## src/rtl/uart_cmd_parser.sv

```systemverilog
// Command-frame assembler fed by UART byte-done pulses: SYNC, OPCODE, LEN, payload, CHK.
// Accepted frames are held on a valid/ready interface; bad or stalled frames raise a one-cycle flag.
module uart_cmd_parser #(
  parameter int unsigned MAX_LEN      = 8,
  parameter logic [7:0]  SYNC_BYTE    = 8'hA5,
  parameter int unsigned TIMEOUT_CLKS = 4340
) (
  input  logic                 i_clk,
  input  logic                 i_rst_n,
  input  logic                 i_rx_done,
  input  logic [7:0]           i_rx_byte,
  output logic                 o_cmd_valid,
  input  logic                 i_cmd_ready,
  output logic [7:0]           o_cmd_opcode,
  output logic [7:0]           o_cmd_len,
  output logic [MAX_LEN*8-1:0] o_cmd_payload,
  output logic                 o_err_chk,
  output logic                 o_err_len,
  output logic                 o_err_timeout,
  output logic                 o_overrun
);

  localparam int unsigned TW      = $clog2(TIMEOUT_CLKS + 1);
  localparam logic [TW-1:0] TO_LAST = TW'(TIMEOUT_CLKS - 1);
  localparam logic [7:0]  MAX_LEN_B = 8'(MAX_LEN);

  typedef enum logic [2:0] {IDLE, OPCODE, LEN, PAYLOAD, CHECK, HOLD} state_t;

  state_t               state, state_n;
  logic [7:0]           opcode, opcode_n, len, len_n, idx, idx_n, chk, chk_n;
  logic [MAX_LEN*8-1:0] payload, payload_n;
  logic [TW-1:0]        timer, timer_n;
  logic                 valid, valid_n;
  logic                 err_chk, err_chk_n, err_len, err_len_n;
  logic                 err_to, err_to_n, overrun, overrun_n;

  always_ff @(posedge i_clk or negedge i_rst_n) begin
    if (!i_rst_n) begin
      state   <= IDLE;
      opcode  <= '0;
      len     <= '0;
      idx     <= '0;
      chk     <= '0;
      payload <= '0;
      timer   <= '0;
      valid   <= 1'b0;
      err_chk <= 1'b0;
      err_len <= 1'b0;
      err_to  <= 1'b0;
      overrun <= 1'b0;
    end else begin
      state   <= state_n;
      opcode  <= opcode_n;
      len     <= len_n;
      idx     <= idx_n;
      chk     <= chk_n;
      payload <= payload_n;
      timer   <= timer_n;
      valid   <= valid_n;
      err_chk <= err_chk_n;
      err_len <= err_len_n;
      err_to  <= err_to_n;
      overrun <= overrun_n;
    end
  end

  always_comb begin
    state_n   = state;
    opcode_n  = opcode;
    len_n     = len;
    idx_n     = idx;
    chk_n     = chk;
    payload_n = payload;
    timer_n   = '0;
    valid_n   = valid;
    err_chk_n = 1'b0;
    err_len_n = 1'b0;
    err_to_n  = 1'b0;
    overrun_n = 1'b0;

    // Inter-byte timer only runs mid-frame; a byte on the expiry cycle takes priority.
    if ((state inside {OPCODE, LEN, PAYLOAD, CHECK}) && !i_rx_done) begin
      if (timer == TO_LAST) begin
        err_to_n = 1'b1;
        state_n  = IDLE;
      end else begin
        timer_n = timer + TW'(1);
      end
    end

    case (state)
      IDLE: begin
        if (i_rx_done && i_rx_byte == SYNC_BYTE) begin
          state_n   = OPCODE;
          payload_n = '0;
          chk_n     = '0;
        end
      end
      OPCODE: begin
        if (i_rx_done) begin
          opcode_n = i_rx_byte;
          chk_n    = chk ^ i_rx_byte;
          state_n  = LEN;
        end
      end
      LEN: begin
        if (i_rx_done) begin
          if (i_rx_byte > MAX_LEN_B) begin
            err_len_n = 1'b1;
            state_n   = IDLE;
          end else begin
            len_n   = i_rx_byte;
            idx_n   = '0;
            chk_n   = chk ^ i_rx_byte;
            state_n = (i_rx_byte == 8'd0) ? CHECK : PAYLOAD;
          end
        end
      end
      PAYLOAD: begin
        if (i_rx_done) begin
          for (int unsigned k = 0; k < MAX_LEN; k++) begin
            if (idx == 8'(k)) payload_n[8*k +: 8] = i_rx_byte;
          end
          chk_n = chk ^ i_rx_byte;
          idx_n = idx + 8'd1;
          if (idx == len - 8'd1) state_n = CHECK;
        end
      end
      CHECK: begin
        if (i_rx_done) begin
          if (i_rx_byte == chk) begin
            valid_n = 1'b1;
            state_n = HOLD;
          end else begin
            err_chk_n = 1'b1;
            state_n   = IDLE;
          end
        end
      end
      HOLD: begin
        if (i_rx_done) overrun_n = 1'b1;
        if (valid && i_cmd_ready) begin
          valid_n = 1'b0;
          state_n = IDLE;
        end
      end
      default: state_n = IDLE;
    endcase
  end

  assign o_cmd_valid   = valid;
  assign o_cmd_opcode  = opcode;
  assign o_cmd_len     = len;
  assign o_cmd_payload = payload;
  assign o_err_chk     = err_chk;
  assign o_err_len     = err_len;
  assign o_err_timeout = err_to;
  assign o_overrun     = overrun;

endmodule

```

## config.mk

```make
export PLATFORM = sky130hd
export DESIGN_NAME = uart_cmd_parser
export DESIGN_NICKNAME = d
export VERILOG_FILES = /design/src/rtl/uart_cmd_parser.sv
export SDC_FILE = /design/constraint.sdc
export NUM_CORES = 1
export LEC_CHECK = 0
export CAP_MARGIN = 15
export CORE_UTILIZATION = 30
export CTS_CLUSTER_SIZE = 8
export DETAILED_ROUTE_END_ITERATION = 10
export DONT_BUFFER_PORTS = 1
export SYNTH_ARGS = -nofsm -noshare
export SYNTH_HDL_FRONTEND = slang
export SYNTH_SLANG_ARGS = --single-unit
```

## constraint.sdc

```tcl
create_clock -name i_clk -period 2 [get_ports i_clk]
set_clock_uncertainty 0.2 [all_clocks]
set_input_delay 0.4 -clock i_clk [delete_from_list [all_inputs] [get_ports i_clk]]
set_output_delay 0.4 -clock i_clk [all_outputs]
set_load 0.1 [all_outputs]
```

* After elaboration in Yosys (flattened, before gate mapping) *
Index checks and enable logic that the tools add are counted.

cells by class
  bitwise operators = 2
  reduce and logical (&&, ||, !) cells = 26
  multiplexer cells = 49
  equal/unequal tests = 32
  magnitude comparators = 1
  add/sub/neg operators = 3

operator list
  cell                                                                      count
  64-bit two-way mux                                                        2
  64-bit one-hot mux with 2 select lines                                    1
  8-bit two-way mux                                                         15
  4-bit AND reduction                                                       10
  3-bit two-way mux                                                         12
  8-bit by 3-bit == test with 1-bit output (second input constant)          4
  13-bit two-way mux                                                        2
  8-bit one-hot mux with 3 select lines                                     1
  2-bit by 1-bit inequality test with 1-bit output (second input constant)  10
  3-bit one-hot mux with 6 select lines                                     1
  8-bit by 2-bit == test with 1-bit output (second input constant)          2
  8-bit == test                                                             2
  8-bit zero test                                                           2
  8-bit one-hot mux with 2 select lines                                     1
  13-bit by 1-bit adder with 13-bit output (second input constant)          1
  13-bit == test (second input constant)                                    1
  1-bit two-way mux                                                         13
  2-bit inequality test (second input constant)                             6
  8-bit by 1-bit adder with 8-bit output (second input constant)            1
  8-bit by 1-bit == test with 1-bit output (second input constant)          1
  8-bit == test (second input constant)                                     1
  8-bit by 4-bit > comparator with 1-bit output (second input constant)     1
  8-bit by 1-bit subtractor with 8-bit output (second input constant)       1
  8-bit XOR                                                                 1
  other kinds (15)                                                          21

storage, ports and cells
  word-level logic and storage cells = 132
  output and inout port bits = 85
  flip-flop bits (word level) = 117

* Longest topological paths before layout *
Gate-level depths: netlist of the first run.

  word-level depth = 7
  mapped depth = 8
  mapped depth without buffers = 7

* Least setup slack after synthesis of the first run *
OpenSTA, ideal clock, no wires.

  path type = register to register
  start = register len[0] (netlist: o_cmd_len[0])
  end = register state[1]
  buffers on the path = 0
  arrival time = 2256 ps
  slack = -590 ps
  clock period less this slack = 2590 ps
  data required time = 1665 ps
  library setup time = 135 ps
  cell stages (with the launch flop) = 8
  cell sequence = dfrtp_1 inv_1 ha_1 xnor2_1 nor2_1 o2111ai_1 nor4_2 o22ai_1

between the ends
  longest elaborated chain between the ends = 5

RTL lines
  what                                         RTL line  RTL
  start, declared                              30        logic [7:0] opcode, opcode_n, len, len_n, idx, idx_n, chk, chk_n;
  start signal, assigned                       54        len <= len_n;
  8-bit by 1-bit subtractor with 8-bit output  126       if (idx == len - 8'd1) state_n = CHECK;
  8-bit == test                                126
  3-bit two-way mux                            126
  3-bit two-way mux                            120       if (i_rx_done) begin
  3-bit one-hot mux with 6 select lines        91        case (state)
  via state_n[1]                               29        state_t state, state_n;
  end signal, assigned                         52        state <= state_n;
  end, declared                                29

The timed path passes the listed nets, and every way through them passes these cells.
A chain may end at the register's enable or synchronous reset.

* Worst setup path in the final report of the first run *
  start = register idx[7]
  end = register payload[58] (netlist: o_cmd_payload[58])

between the ends
  longest elaborated chain between the ends = 3

RTL lines
  what                                                        RTL line  RTL
  start, declared                                             30
  start signal, assigned                                      55        idx <= idx_n;
  8-bit by 3-bit == test with 1-bit output                    122       if (idx == 8'(k)) payload_n[8*k +: 8] = i_rx_byte;
  2-bit by 1-bit inequality test with 1-bit output (no line)  n/a
  4-bit AND reduction (no line)                               n/a
  end signal, assigned                                        57        payload <= payload_n;
  end, declared                                               31        logic [MAX_LEN*8-1:0] payload, payload_n;

Every way passes these cells.

==> impl.org, run 1 <==
** Floorplan
- Area of the die :: 19200 um2
- Initial core utilization :: 0.309
- Measured along the y axis, the die boundary spans 139 um.
- CORE AREA :: 18100 um2
- 97 I/O pins were placed.
- In this run the horizontal extent of the chip is 139 um.
- Row generation in the floorplan step produced 49 rows.

** Route
- Summed over all layers, the routed wires come to 14500 um.
- Number of remaining DRC errors :: 13
- DR vias/cell :: 4.98
- Post-DR wirelength/cell :: 18.4 um
- In this run, the number of DRC markers left after iteration 0 of detailed routing was 374.
- The detailed router placed 3917 vias in this run.
- Drt pass-1 iters :: 8
- The count of nets left with antenna violations once routing finished came out at 0.

** Final layout
- The number of antenna diodes in the final layout is 0.
- Area growth from synthesis to final layout :: 33.1%
- Leading cell type in the layout, fill and taps excluded :: dfrtp_1
- The net count of the finished layout is 562.
- Commonest cells after routing, fill and taps aside :: dfrtp_1 (93), mux2_4 (64), buf_4 (62)
- Share of final-layout standard cells stronger than drive strength 1 :: 0.422
- Final Util :: 0.411

** Pwr
- In this run the static leakage power is 0.00324 uW.
- Power density of the placed cells :: 731 nW/um2
- Across the VDD grid, the largest voltage drop is 0.569 mV.

** STA
- Worst Hold Slack :: -0.523 ns
- Setup repair after global routing could not meet its margin everywhere.
- Count of pins over their slew limit :: 0
- Worst slew margin relative to its limit :: 0.375
- The hold violation total from the final report came to 117.
- Final period utilization :: 1.10
- In the post-route analysis, the smallest setup slack over all paths is -0.209 ns.
- Setup violations remaining at the end of the flow were counted as 67.
- Fmax :: 0.453 GHz
- Minimum clock period :: 2.21 ns
- For the pin with the worst max-slew slack, the measured transition is 0.937 ns.

** Clock tree
- CTS tree :: done
- For this design, the sink count on the clock tree is 117.
- CTS built an H-tree with a depth of 4.
- For the worst-skew pair, the clock arrives at the later sink with an insertion delay of 0.42 ns.
- Clock tree synthesis selected as its root buffer the cell clkbuf_16.
- Number of buffers created by CTS :: 17
- Clock-pin slew was measured on the worst setup and hold paths at 0.06 ns.
- No sink is reached through more buffers than the 2 on the longest clock path.

** Logic synthesis
- Number of flops mapped to enable cells by yosys :: 0
- Number of standard cells after synthesis :: 468
- For this run, the leading register cell type out of synthesis is dfrtp_1.
- Count of yosys warnings during synthesis :: 0
- Post-synthesis instance area :: 5600 um2
- Counting flops with an async set or reset pin after synthesis yields a share of 1.00.
- Counting flops and latches in the post-synthesis netlist gives 117.
- Post-Synthesis Net Count :: 486
- The number of different library cells used by synthesis comes to 59.
- Post-synthesis sequential area ratio :: 0.523
- A synthesized cell averages 12.0 um2.

** Placed design
- In this run the tool buffered the top-level ports with 0 buffer cells.
- Prior to clock tree synthesis, the placed netlist has a worst setup slack of -0.228 ns.
- DPL Wire Length :: 10000 um
- The congestion estimate from routability-driven global placement came to 0.834.

** Critical path
- CP required :: 2.10 ns
- The most critical setup path has its startpoint at idx[7].
- Category of the critical setup timing path :: reg -> reg
- The setup check on the worst reg-to-reg path leaves a slack of -0.21 ns.
- Beginning of the worst register-to-register path :: idx[7]
- Type of origin of the critical path :: flip-flop
- List of cells traversed by the critical path :: or4_4 -> nor2_4 -> nand3_2 -> a21oi_4 -> buf_12 -> mux2_4
- Crit-path slowest cell :: or4_4
- Counting cells, the worst reg-to-reg path comes to 6.
- For the worst setup path, the data arrival time is 2.31 ns.
- In this run the worst path has a maximum fanout of 8.
- In this design, the stage delay of the slowest critical-path cell is 0.57 ns.
- STA classifies the critical path endpoint as a flip-flop.
- The endpoint identified for the worst register-to-register timing path is o_cmd_payload[58].

** Global route
- Entering global routing, the biggest net connects 118 pins.
- Summed over all layers, the global routing overflow is 0.
- The number of antenna violations at the first check in global routing is 0.
- The via count of the first global-routing pass was 4044.
- Global-route wire length before repair :: 23200 um
- For this run, the total global-route usage over all layers was measured as 0.157.

** Outcome
- The flow ran to the end, but the final reports show violations.
- The checks that failed: DRC, hold timing, setup timing.

** Hold path
- The min-delay analysis places its worst path in the category in -> async.

** Job
- Max Cap Viol :: 0
[synth_stat cells (3+ instances only)]
cell,n,share of area
nand4_1,8,0.0089
o21ai_0,17,0.015
nor2_4,3,0.0060
a21oi_1,3,0.0027
a31oi_1,3,0.0034
and4bb_2,3,0.0067
inv_1,11,0.0074
mux2_2,70,0.14
dfrtp_1,117,0.52
clkbuf_1,8,0.0054
a21oi_4,7,0.020
o2bb2ai_1,9,0.014
and2_1,12,0.013
xnor2_1,31,0.048
buf_2,7,0.0063
nand2b_1,11,0.012
ha_1,6,0.013
and3_1,5,0.0056
nand2_1,17,0.011
nand3_1,19,0.017
buf_1,8,0.0054
xor2_1,5,0.0078
nor2_1,38,0.025
nor2b_1,3,0.0034
nor3_1,6,0.0054
[sequential cells by signal, indices dropped and copies added (netlist names)]
name,cells
o_err_timeout,1
o_cmd_opcode,8
chk,8
o_overrun,1
o_cmd_payload,64
o_err_chk,1
timer,13
o_cmd_valid,1
state,3
o_cmd_len,8
o_err_len,1
idx,8
[per-layer routing]
layer / GRT usage / share of wire
met1: 0.199 / 0.43
met2: 0.247 / 0.47
met3: 0.0580 / 0.081
met4: 0.0538 / 0.013
met5: 0 / 0
[power breakdown]
| group | internal, uW | total, uW | switching (uW) |
|---|---|---|---|
| sequential | 2380 | 2470 | 84.4 |
| combinational | 56.1 | 117 | 60.7 |
| clock | 1770 | 2870 | 1100 |
| total | 4210 | 5450 | 1240 |
[kinds of logic after synthesis]
| family | Yosys count | synth area share |
|---|---|---|
| adders and majority gates | 6 | 0.0134 |
| DFF | 117 | 0.523 |
| muxes | 73 | 0.147 |
| and+or+nand+nor | 144 | 0.150 |
| xor gates and xnor gates | 36 | 0.0563 |
| AOI/OAI and AO/OA | 55 | 0.0820 |
| buffers and inverters | 37 | 0.0290 |
[worst max path at each step]
stage,to,slack (ns)
2_1_floorplan,state[2],-0.34
3_3_place_gp,o_cmd_payload[60],-0.19
3_5_place_dp,o_cmd_payload[62],-0.23
4_1_cts,o_cmd_payload[62],-0.23
5_1_grt,o_cmd_payload[16],-0.27
6_report,o_cmd_payload[58],-0.21
[layout make-up]
cell class	instances	area [um2]
Fill cell	1702	10700
Sequential cell	117	2960
Multi-Input combinational cell	314	2830
Timing Repair Buffer	83	776
Clock buffer	21	460
Tap cell	229	287
Clock inverter	11	103
Inverter	11	41.3
[stage by stage]
stage,setup TNS [ns],total power (uW),area (um2),instances
after floorplan,-14.98,2590,5920,468
after global placement,-11.48,2590,6730,742
after detailed placement,-13.07,2600,6730,742
after CTS,-12.62,5530,7410,785
after global routing,-16.05,5630,7450,786
final,-11.86,5450,7450,786
[critical path, delay by kind of cell, from the launching register on]
family,cells,cell delay (ns)
muxes,1,0.30
AOI/OAI and AO/OA,1,0.17
DFF,1,0.37
buffers and inverters,1,0.15
and+or+nand+nor,3,0.89
[repair_timing]
action / CTS / global route
hold buffers: 10 / 1
endpoints found under the setup margin: 76 / 90
setup buffers: 1 / 0
resized for setup: 11 / 14
pin swaps: 9 / 5
hold endpoints to repair: 140 / 118
No activity file was read; power rests on OpenSTA's default activity.
==> run 2, diff against run 1 <==
--- a/config.mk
+++ b/config.mk
@@ -10,6 +10,7 @@
 export CTS_CLUSTER_SIZE = 8
 export DETAILED_ROUTE_END_ITERATION = 10
 export DONT_BUFFER_PORTS = 1
+export SKIP_CTS_REPAIR_TIMING = 1
 export SYNTH_ARGS = -nofsm -noshare
 export SYNTH_HDL_FRONTEND = slang
 export SYNTH_SLANG_ARGS = --single-unit
==> constraint.sdc (replaced) <==
create_clock -name i_clk -period 2.3 [get_ports i_clk]
set_clock_uncertainty 0.2 [all_clocks]
set_input_delay 0.46 -clock i_clk [delete_from_list [all_inputs] [get_ports i_clk]]
set_output_delay 0.46 -clock i_clk [all_outputs]
set_load 0.1 [all_outputs]
==> impl.org, run 2 (synthesized netlist as in run 1, its figures left out) <==
** Outcome
- Outcome :: complete, but fails checks (unchanged)
- Violations in the final reports: DRC, hold timing (was DRC, hold timing, setup timing).

** Floorplan
- The number of placed I/O pins is 97 (unchanged).
- The core area was 18100 um2 (unchanged).
- The overall die height was 139 um (unchanged).
- The chip width is 139 um (unchanged).
- Area of the die :: 19200 um2 (unchanged)
- # rows :: 49 (unchanged)
- Initial core utilization :: 0.309 (unchanged)

** Global route
- The global-route wire length before repair came to 22000 um (was 23200 um).
- The number of antenna violations at the first check in global routing was 0 (unchanged).
- Vias in the first global route :: 3863 (was 4044)
- The overall routing resource usage came to 0.147 (was 0.157).
- The maximum number of pins on one net before global-route repair is 118 (unchanged).
- Remaining global-route overflow :: 0 (unchanged)

** Critical path
- Launching element of the worst setup path :: idx[4] (was idx[7])
- Worst setup endpoint :: o_cmd_payload[58] (unchanged)
- The register-to-register setup slack came to 0.02 ns (was -0.21 ns).
- The worst flop-to-flop path endpoint is o_cmd_payload[58] (unchanged).
- Crit-path slowest cell :: or4_4 (unchanged)
- FF-to-FF path depth :: 6 (unchanged)
- The kind of critical path was reg -> reg (unchanged).
- Longest individual stage delay on the worst path :: 0.58 ns (was 0.57 ns)
- CP endpoint kind :: flip-flop (unchanged)
- CP required :: 2.39 ns (was 2.10 ns)
- The critical path data arrival time was 2.37 ns (was 2.31 ns).
- The launch point of the worst reg-to-reg path is idx[4] (was idx[7]).
- The nature of the critical path startpoint was a flip-flop (unchanged).
- List of cells traversed by the critical path: or4_4 -> nor2_4 -> nand3_1 -> a21oi_4 -> buf_12 -> mux2_2 (was or4_4 -> nor2_4 -> nand3_2 -> a21oi_4 -> buf_12 -> mux2_4).
- The largest fanout on the critical path was 8 (unchanged).

** Placed design
- DPL Wire Length :: 9730 um (was 10000 um)
- The total cell area at the placement stage is 6100 um2 (was 6730 um2).
- The placer congestion estimate came to 0.828 (was 0.834).
- Worst Setup Slack post-DPL :: -0.00649 ns (was -0.228 ns)
- Number of input and output port buffers inserted :: 0 (unchanged)

** Job
- The count of maximum capacitance violations was 0 (unchanged).

** Route
- DR vias/cell :: 5.02 (was 4.98)
- The residual DRC count is 6 (was 13).
- The number of detailed-routing iterations run before antenna repair was 9 (was 8).
- Overall via count from detail_route :: 3767 (was 3917)
- Post-DR wirelength/cell :: 18.4 um (about the same)
- The wire length reported by the detailed router is 13900 um (was 14500 um).
- The number of DRC markers in iteration 0 is 169 (was 374).
- The number of routed nets with antenna violations is 0 (unchanged).

** STA
- The final max-slew violation count was 0 (unchanged).
- The smallest hold slack is -0.447 ns (was -0.523 ns).
- The tightest slew margin relative to the limit was 0.352 (was 0.375).
- Endpoints failing hold :: 121 (was 117)
- The slew at the pin with the worst max-slew slack came to 0.971 ns (was 0.937 ns).
- The worst setup slack after layout is 0.0228 ns (was -0.209 ns).
- Setup TNS Final :: 0 ns (was -11.86 ns)
- The post-route fraction of the period consumed by the critical path came to 0.990 (was 1.10).
- The maximum operating frequency is 0.439 GHz (was 0.453 GHz).
- The final critical-path required period is 2.28 ns (was 2.21 ns).
- The final setup violation count is 0 (was 67).
- RSZ-0062 raised after global routing :: yes (unchanged)

** Final layout
- Flip-flop count of the largest register after layout :: 64 (unchanged)
- The number of antenna repair diodes is 0 (unchanged).
- The post-layout instance area is 6930 um2 (was 7450 um2).
- Area growth from synthesis to final layout :: 23.7% (was 33.1%)
- Number of fillers in the final layout :: 1705 (was 1702)
- The most common library cell in the layout ignoring fill and taps was dfrtp_1 (unchanged).
- The net total in the final layout is 527 (was 562).
- Commonest cells after routing, fill and taps aside :: dfrtp_1 (112), mux2_2 (70), nor2_1 (37) (was dfrtp_1 (93), mux2_4 (64), buf_4 (62))
- The share of final-layout standard cells stronger than drive strength 1 came to 0.330 (was 0.422).

** Clock tree
- Number of sinks handled by clock tree synthesis :: 117 (unchanged)
- The number of buffers between clock root and the deepest sink is 2 (unchanged).
- The clock root buffer master is clkbuf_16 (unchanged).
- CTS tree :: done (unchanged)
- The clock transition at the registers of the reported paths came to 0.05 ns (was 0.06 ns).
- Number of buffers created by CTS :: 17 (unchanged)
- H-tree depth :: 4 (unchanged)
- Skew-Pair Late Insertion Delay :: 0.41 ns (was 0.42 ns)

** Hold path
- The type of the worst min-delay path is in -> async (unchanged).

** Pwr
- Peak VDD IR :: 0.586 mV (was 0.569 mV)
- The power density relative to cell area came to 727 nW/um2 (was 731 nW/um2).
- The leakage component of the power came to 0.00308 uW (was 0.00324 uW).
run 2: changes by cell type in the layout (fill, tap and decap cells not counted), sizes merged:
cell,change
bufinv,+3
buf,-33
dlygate4sd3,-2
clkinvlp,-3
run 2: per-layer routing:
metal  track usage  part of all wire  wire length (um)
met1         0.178              0.42              5830
met2         0.242              0.50              6990
met3        0.0432             0.052               724
met4        0.0667             0.023               312
met5             0                 0                 0
run 2: worst max-delay path, delay by kind of cell (launching register included):
family | cells | cell delay (ns)
AO/OA/AOI/OAI | 1 | 0.18
multiplexers | 1 | 0.34
AND/OR/NAND/NOR | 3 | 0.93
buffers and inverters | 1 | 0.14
flip-flops | 1 | 0.37
run 2: how the worst min path moves through the flow:
| stage | cells past startpoint | start | to |
|---|---|---|---|
| after floorplan | 0 | i_rst_n | chk[0] |
| after global placement | 0 | i_rst_n | timer[5] |
| after detailed placement | 0 | i_rst_n | timer[5] |
| after CTS | 0 | i_rst_n | timer[5] |
| after global routing | 0 | i_rst_n | timer[5] |
| final | 0 | i_rst_n | timer[5] |
run 2: report_power, final:
part	total (uW)	internal, uW	switching, uW
Sequential	2150	2070	84.7
Clock	2800	1870	929
Combinational	79.9	42.7	37.1
run 2: through the flow:
step,instances,util,total power [uW]
after floorplan,468,-,2250
after global placement,706,0.336,2250
after detailed placement,706,0.336,2250
after CTS,738,0.371,5060
after global routing,751,0.382,5180
final,751,0.382,5040
run 2: layout make-up:
class	count	area (um2)	area share
clock inverter	11	174	0.0251
inverter	11	41.3	0.00596
multi-input combinational	314	2530	0.366
timing repair buffer	48	495	0.0715
sequential	117	2940	0.424
clock buffer	21	460	0.0664
tap	229	287	0.0414
==> run 3, diff against run 2 <==
--- a/config.mk
+++ b/config.mk
@@ -7,6 +7,7 @@
 export LEC_CHECK = 0
 export CAP_MARGIN = 15
 export CORE_UTILIZATION = 30
+export CTS_CLUSTER_DIAMETER = 30
 export CTS_CLUSTER_SIZE = 8
 export DETAILED_ROUTE_END_ITERATION = 10
 export DONT_BUFFER_PORTS = 1
==> results of run 3 <==
The final DEF is identical to that of run 2; final timing and power are the same.
